$ cat src/rtl/cdb_arbiter.sv
// -----------------------------------------------------------------------------
// cdb_arbiter
//
// Shares the single common data bus (CDB) between the three completion
// sources: ALU buffer (port 0), load buffer (port 1), store buffer (port 2).
// Each port has a one-entry holding register. At most one held result per
// cycle is moved into the registered CDB output, which feeds the ROB and the
// register-status logic.
//
// Selection policy:
//   default                     : round-robin starting at rr_ptr, wrapping mod 3
//   `define CDB_AGE_PRIORITY_EN : oldest instruction-number tag wins
//                                 (wrap-safe compare), ties to the lower port;
//                                 rr_ptr is still maintained but not consulted
//
// Handshakes (valid/ready):
//   A transfer on a port happens on a rising edge where valid && ready are
//   both high; the source must hold its payload stable while valid && !ready.
//   On the request side a port is ready when its holding register is empty or
//   is being granted on this same edge (free-and-refill). On the CDB side the
//   output register may be overwritten when it is empty or cdb_ready is high.
//   flush forces every req_ready low and empties all holding registers and
//   the CDB output; rst returns everything to its reset values.
//
// Ports:
//   clk, rst          clock; synchronous active-high reset
//   flush             squash all pending results (mispredicted branch)
//   req_valid[2:0]    per-port result valid
//   req_ready[2:0]    per-port holding register can accept
//   req_tag           per-port instruction number, port i at [i*TAG_W +: TAG_W]
//   req_data          per-port result, port i at [i*DATA_W +: DATA_W]
//   req_dest[14:0]    per-port destination register, 5 bits each
//   req_wen[2:0]      per-port writes-register flag
//   cdb_valid         CDB carries a result
//   cdb_ready         ROB accepts the CDB this cycle
//   cdb_tag/data/dest/wen  broadcast payload
//   cdb_src[1:0]      granted port index (0..2)
//   conflict_cnt      saturating count of grants made while 2+ ports were full
// -----------------------------------------------------------------------------
module cdb_arbiter #(
  parameter int TAG_W  = 32,
  parameter int DATA_W = 32,
  parameter int CNT_W  = 16
) (
  input  logic                clk,
  input  logic                rst,
  input  logic                flush,
  input  logic [2:0]          req_valid,
  output logic [2:0]          req_ready,
  input  logic [3*TAG_W-1:0]  req_tag,
  input  logic [3*DATA_W-1:0] req_data,
  input  logic [14:0]         req_dest,
  input  logic [2:0]          req_wen,
  output logic                cdb_valid,
  input  logic                cdb_ready,
  output logic [TAG_W-1:0]    cdb_tag,
  output logic [DATA_W-1:0]   cdb_data,
  output logic [4:0]          cdb_dest,
  output logic                cdb_wen,
  output logic [1:0]          cdb_src,
  output logic [CNT_W-1:0]    conflict_cnt
);

  // ---------------------------------------------------------------------------
  // Holding registers
  // ---------------------------------------------------------------------------
  logic [2:0]        full_q, full_d;
  logic [TAG_W-1:0]  tag_q  [3];
  logic [DATA_W-1:0] data_q [3];
  logic [4:0]        dest_q [3];
  logic [2:0]        wen_q;

  // ---------------------------------------------------------------------------
  // Output register and bookkeeping
  // ---------------------------------------------------------------------------
  logic              cdb_valid_q, cdb_valid_d;
  logic [TAG_W-1:0]  cdb_tag_q;
  logic [DATA_W-1:0] cdb_data_q;
  logic [4:0]        cdb_dest_q;
  logic              cdb_wen_q;
  logic [1:0]        cdb_src_q;
  logic [1:0]        rr_q, rr_d;
  logic [CNT_W-1:0]  cnt_q, cnt_d;

  // ---------------------------------------------------------------------------
  // Grant decision
  // ---------------------------------------------------------------------------
  logic              out_free;
  logic              win_found;
  logic [1:0]        win_idx;
  logic              do_grant;
  logic [2:0]        grant_vec;
  logic [2:0]        accept;
  logic              multi_full;

  logic [TAG_W-1:0]  win_tag;
  logic [DATA_W-1:0] win_data;
  logic [4:0]        win_dest;
  logic              win_wen;

  assign out_free = !cdb_valid_q || cdb_ready;

`ifdef CDB_AGE_PRIORITY_EN
  // a is older than b when (a - b) wraps negative in TAG_W bits.
  function automatic logic tag_older(input logic [TAG_W-1:0] a,
                                     input logic [TAG_W-1:0] b);
    logic [TAG_W-1:0] diff;
    diff = a - b;
    return diff[TAG_W-1];
  endfunction

  // Scan in ascending port order and replace the current best only on a
  // strictly older tag, so equal tags keep the lower port index.
  always_comb begin
    logic [TAG_W-1:0] best_tag;
    win_idx   = 2'd0;
    win_found = 1'b0;
    best_tag  = '0;
    for (int i = 0; i < 3; i++) begin
      if (full_q[i] && (!win_found || tag_older(tag_q[i], best_tag))) begin
        win_found = 1'b1;
        win_idx   = 2'(i);
        best_tag  = tag_q[i];
      end
    end
  end
`else
  // Round-robin: first full port found walking from rr_q, wrapping mod 3.
  always_comb begin
    int p;
    win_idx   = 2'd0;
    win_found = 1'b0;
    p         = 0;
    for (int k = 0; k < 3; k++) begin
      p = int'(rr_q) + k;
      if (p >= 3) begin
        p = p - 3;
      end
      if (!win_found && full_q[p]) begin
        win_found = 1'b1;
        win_idx   = 2'(p);
      end
    end
  end
`endif

  // flush suppresses the grant outright; the output slot must also be free.
  assign do_grant  = !flush && out_free && win_found;
  assign grant_vec = do_grant ? (3'b001 << win_idx) : 3'b000;

  // A port being granted this edge may be refilled on the same edge.
  assign req_ready = flush ? 3'b000 : (~full_q | grant_vec);
  assign accept    = req_valid & req_ready;

  assign multi_full = (full_q[0] & full_q[1]) |
                      (full_q[0] & full_q[2]) |
                      (full_q[1] & full_q[2]);

  // Winner payload mux
  always_comb begin
    win_tag  = tag_q[0];
    win_data = data_q[0];
    win_dest = dest_q[0];
    win_wen  = wen_q[0];
    case (win_idx)
      2'd1: begin
        win_tag  = tag_q[1];
        win_data = data_q[1];
        win_dest = dest_q[1];
        win_wen  = wen_q[1];
      end
      2'd2: begin
        win_tag  = tag_q[2];
        win_data = data_q[2];
        win_dest = dest_q[2];
        win_wen  = wen_q[2];
      end
      default: ;
    endcase
  end

  // ---------------------------------------------------------------------------
  // Next-state logic
  // ---------------------------------------------------------------------------
  always_comb begin
    full_d      = full_q;
    cdb_valid_d = cdb_valid_q;
    rr_d        = rr_q;
    cnt_d       = cnt_q;

    if (flush) begin
      // rr_ptr and the conflict counter survive a flush.
      full_d      = 3'b000;
      cdb_valid_d = 1'b0;
    end else begin
      // Grant clears the winner; a same-edge accept sets it again.
      full_d = (full_q & ~grant_vec) | accept;

      if (do_grant) begin
        cdb_valid_d = 1'b1;
        rr_d        = (win_idx == 2'd2) ? 2'd0 : win_idx + 2'd1;
        if (multi_full && (cnt_q != {CNT_W{1'b1}})) begin
          cnt_d = cnt_q + 1'b1;
        end
      end else if (out_free) begin
        // Consumed (or already empty) with nothing waiting: go idle.
        cdb_valid_d = 1'b0;
      end
    end
  end

  // ---------------------------------------------------------------------------
  // Registers
  // ---------------------------------------------------------------------------
  always_ff @(posedge clk) begin
    if (rst) begin
      full_q      <= 3'b000;
      cdb_valid_q <= 1'b0;
      cdb_tag_q   <= '0;
      cdb_data_q  <= '0;
      cdb_dest_q  <= '0;
      cdb_wen_q   <= 1'b0;
      cdb_src_q   <= 2'd0;
      rr_q        <= 2'd0;
      cnt_q       <= '0;
    end else begin
      full_q      <= full_d;
      cdb_valid_q <= cdb_valid_d;
      rr_q        <= rr_d;
      cnt_q       <= cnt_d;
      // Payload registers only move on a grant, so they keep their last
      // value while idle and hold stable under backpressure.
      if (do_grant) begin
        cdb_tag_q  <= win_tag;
        cdb_data_q <= win_data;
        cdb_dest_q <= win_dest;
        cdb_wen_q  <= win_wen;
        cdb_src_q  <= win_idx;
      end
    end
  end

  // Holding payload needs no reset; full_q qualifies it.
  always_ff @(posedge clk) begin
    for (int i = 0; i < 3; i++) begin
      if (accept[i]) begin
        tag_q[i]  <= req_tag[i*TAG_W +: TAG_W];
        data_q[i] <= req_data[i*DATA_W +: DATA_W];
        dest_q[i] <= req_dest[i*5 +: 5];
        wen_q[i]  <= req_wen[i];
      end
    end
  end

  assign cdb_valid    = cdb_valid_q;
  assign cdb_tag      = cdb_tag_q;
  assign cdb_data     = cdb_data_q;
  assign cdb_dest     = cdb_dest_q;
  assign cdb_wen      = cdb_wen_q;
  assign cdb_src      = cdb_src_q;
  assign conflict_cnt = cnt_q;

endmodule

$ cat config.mk
export PLATFORM = sky130hd
export DESIGN_NAME = cdb_arbiter
export DESIGN_NICKNAME = d
export VERILOG_FILES = /design/src/rtl/cdb_arbiter.sv
export SDC_FILE = /design/constraint.sdc
export NUM_CORES = 1
export LEC_CHECK = 0
export BUFFER_PORTS_ARGS = -buffer_cell sky130_fd_sc_hd__buf_2
export CORE_MARGIN = 2
export CORE_UTILIZATION = 47
export DETAILED_ROUTE_END_ITERATION = 10
export PLACE_DENSITY = 0.76
export SLEW_MARGIN = 15
export SYNTH_ARGS = -nofsm -noshare
export SYNTH_HDL_FRONTEND = slang
export SYNTH_SLANG_ARGS = --single-unit
$ cat constraint.sdc
create_clock -name clk -period 8.87 [get_ports clk]
set_input_delay 1.774 -clock clk [delete_from_list [all_inputs] [get_ports clk]]
set_output_delay 1.774 -clock clk [all_outputs]
set_load 0.05 [all_outputs]
==> reports/metrics.cfg <==
[outcome]
outcome=completed

[setup_path]
cp.required_ps=7100
critical_path_arrival_ps=3850
cp-start-kind=input port
endpoint_kind=output port
critical_path.max_fanout=49
timing.setup.critical_path_class=in -> out

[yosys]
syn_nets=1088
synth-async-reset-ratio_pct=0
ys_seq_area_share_pct=71.89
synthCells=861
yosys.area.top_type=sky130_fd_sc_hd__edfxtp_1
synth_top_cells_by_count=sky130_fd_sc_hd__edfxtp_1, sky130_fd_sc_hd__nand2_1, sky130_fd_sc_hd__dfxtp_1
postSynthAreaPerCell_um2=13.23
synth_top_area_share_pct=55.37
yosys_warnings=0
synth-seq-cells=304
number_of_enable_flip_flop_cells_after_synthesis=210
netlist_area_um2=11390
synth_ff_type=sky130_fd_sc_hd__edfxtp_1
synth.area.top_cells=sky130_fd_sc_hd__edfxtp_1, sky130_fd_sc_hd__dfxtp_1, sky130_fd_sc_hd__nand2_1, sky130_fd_sc_hd__o211ai_1, sky130_fd_sc_hd__a22oi_1
yosysUniqueCellTypes=46
synthMostInstantiatedCell=sky130_fd_sc_hd__edfxtp_1

[die]
fp.dieArea_um2=25490
std_cell_rows=56
core_um2=23610
die_h_um=159.7
chipWidth_um=159.7
initial_utilization_pct=48.24
pin_count=309

[power]
switching_power_w=0.0008297
swShare_pct=25.49
cellPowerDensity_nw_per_um2=229.2
pwr-share-comb_pct=11.7
internal_power_of_the_cells_w=0.002426
power.sequential.fraction_pct=49.8
power_leakage_nw=5.313
clockPowerShare_pct=38.5
irDropWorstVdd_uv=161.3

[sta]
timing.final.ws_setup_ps=3248
fmaxAchievable_mhz=177.9
finalHoldViolCount=0
max_slew_margin_pct=25.82
unrepaired_setup_endpoints_after_global_routing=no
timing_max_transition_violations_final=0
worst-slew-pin-transition_ps=1113
setup-tns-final_ps=0
setup-violations-final=0
clock_skew_ps=16.10
min_period_over_period_pct=63.39
final_period_minus_worst_setup_slack_ps=5622

[finish]
final_layout_size_suffix_gt1_share_pct=32.65
multi_input_area_um2=2934
seq_area_um2=8188
syn2layout_area_growth_pct=24.71
final_nets=1378
fillerInstances=1895

[cts]
post_cts_buffers=0
cts_buffer_depth=3
skew_pair_late_insertion_delay_ps=570
post_cts_resize_count=0
clk_root_buffer_cell=sky130_fd_sc_hd__clkbuf_16
tritoncts=built
clock_transition_time_at_the_flip_flop_clock_pins_of_the_worst_setup_and_hold_paths_ps=60
cts.htree.levels=1
cts_sinks=304
cts_hold_buffers=0
cts-buffers-inserted=31

[detailed_routing]
detailroute.via_count=8054
post_drt_wl_per_cell_um=18.74
finalWirelength_mm=28.18
viasPerCell=5.355
dr.first_iter.drc_count=781
drt_drc_violations_left=0
drt-pass1-iter-count=7
drtAntennaViolNets=0

[hold_path]
worstHoldPathType=reg -> reg

[placement]
port-buffer-count=308
placement.setup.worst_slack_ps=3219
routabilityCongestion=0.8284
dp.final_hpwl_mm=17.89

[grt]
grt_max_degree=98
grt_first_pass_wirelength_mm=43.40
grt_pass1_vias=8111
antenna_violations_before_repair=11
overflow=0
grt_util_all_layers_pct=21.50

[job]
drv.max_cap_violation_count=0

## cell usage in the layout, fill, tap and decap left out, types with 11 or more instances in the layout
master and count:
sky130_fd_sc_hd__buf_2 307, sky130_fd_sc_hd__nor2_1 11, sky130_fd_sc_hd__dfxtp_1 94, sky130_fd_sc_hd__buf_4 14
sky130_fd_sc_hd__a22oi_1 70, sky130_fd_sc_hd__o211ai_1 71, sky130_fd_sc_hd__edfxtp_1 210, sky130_fd_sc_hd__clkbuf_16 31
sky130_fd_sc_hd__a21oi_1 85, sky130_fd_sc_hd__nand2_1 155
## stage by stage
stage	power, W	hold slack [ps]	instances	cell area, um^2	util [%]
CTS	0.003284	451.1	1495	14180	60.06
global placement	0.002024	439.6	1437	13190	55.84
floorplan	0.001906	469.2	861	11390	-
global route	0.003373	467.9	1504	14200	60.15
finish	0.003255	450.4	1504	14200	60.15
detailed placement	0.002033	443.0	1437	13190	55.84
## kinds of logic after synthesis
family | Yosys count | synth area share [%]
AO/OA/AOI/OAI | 254 | 15.14
adder cells (fa/ha/maj) | 11 | 1.186
buffers and inverters | 70 | 2.691
flip-flops | 304 | 71.89
multiplexers | 8 | 0.8568
AND/OR/NAND/NOR | 214 | 8.239
## power by group through the flow
stage | Clock, W | Combinational (W) | Sequential [W]
final | 0.00125 | 0.000381 | 0.00162
after global routing | 0.00133 | 0.000413 | 0.00163
after CTS | 0.00128 | 0.000384 | 0.00162
after floorplan | 0 | 0.000163 | 0.00174
after global placement | 0 | 0.000377 | 0.00165
after detailed placement | 0 | 0.000383 | 0.00165
## worst paths after layout
check	from	end	slack, ps	cells past startpoint
setup / recovery	flush	req_ready[1]	3250	6
hold / removal	cdb_tag[15]	cdb_tag[15]	450	2
setup reg to reg	rr_q[0]	cdb_data[17]	4830	11
hold reg to reg	cdb_tag[15]	cdb_tag[15]	450	2
## flip-flops by register name, indices dropped and copies added (netlist names)
| register | cells |
|---|---|
| conflict_cnt | 16 |
| cdb_dest | 5 |
| data_q | 96 |
| cdb_tag | 32 |
| rr_q | 2 |
| dest_q | 15 |
| cdb_wen | 1 |
| cdb_src | 2 |
| full_q | 3 |
| cdb_valid | 1 |
| tag_q | 96 |
| cdb_data | 32 |
| wen_q | 3 |
## metal layers
| metal | routed length [um] | vias to the layer above | track usage, % |
|---|---|---|---|
| met4 | 1289 | 2 | 11.20 |
| met2 | 14020 | 303 | 36.52 |
| li1 | - | 3838 | - |
| met1 | 11160 | 3831 | 25.83 |
| met5 | 12 | - | 0 |
| met3 | 1702 | 80 | 4.649 |
## critical path: stages
cell	delay (ps)
sky130_fd_sc_hd__buf_2	190
sky130_fd_sc_hd__nor2_1	250
sky130_fd_sc_hd__o41a_2	920
sky130_fd_sc_hd__a21boi_1	250
sky130_fd_sc_hd__nor2_1	150
sky130_fd_sc_hd__buf_2	300
## cell type report
cell class,instances,share of cell area [%]
clock inverters,15,0.8104
well taps,319,2.810
diodes,9,0.1586
multi-input cells,487,20.66
inverters,6,0.1586
repair buffers,321,11.56
clock buffers,43,6.202
flip-flops and latches,304,57.65
(Power assumes the default switching activity.)
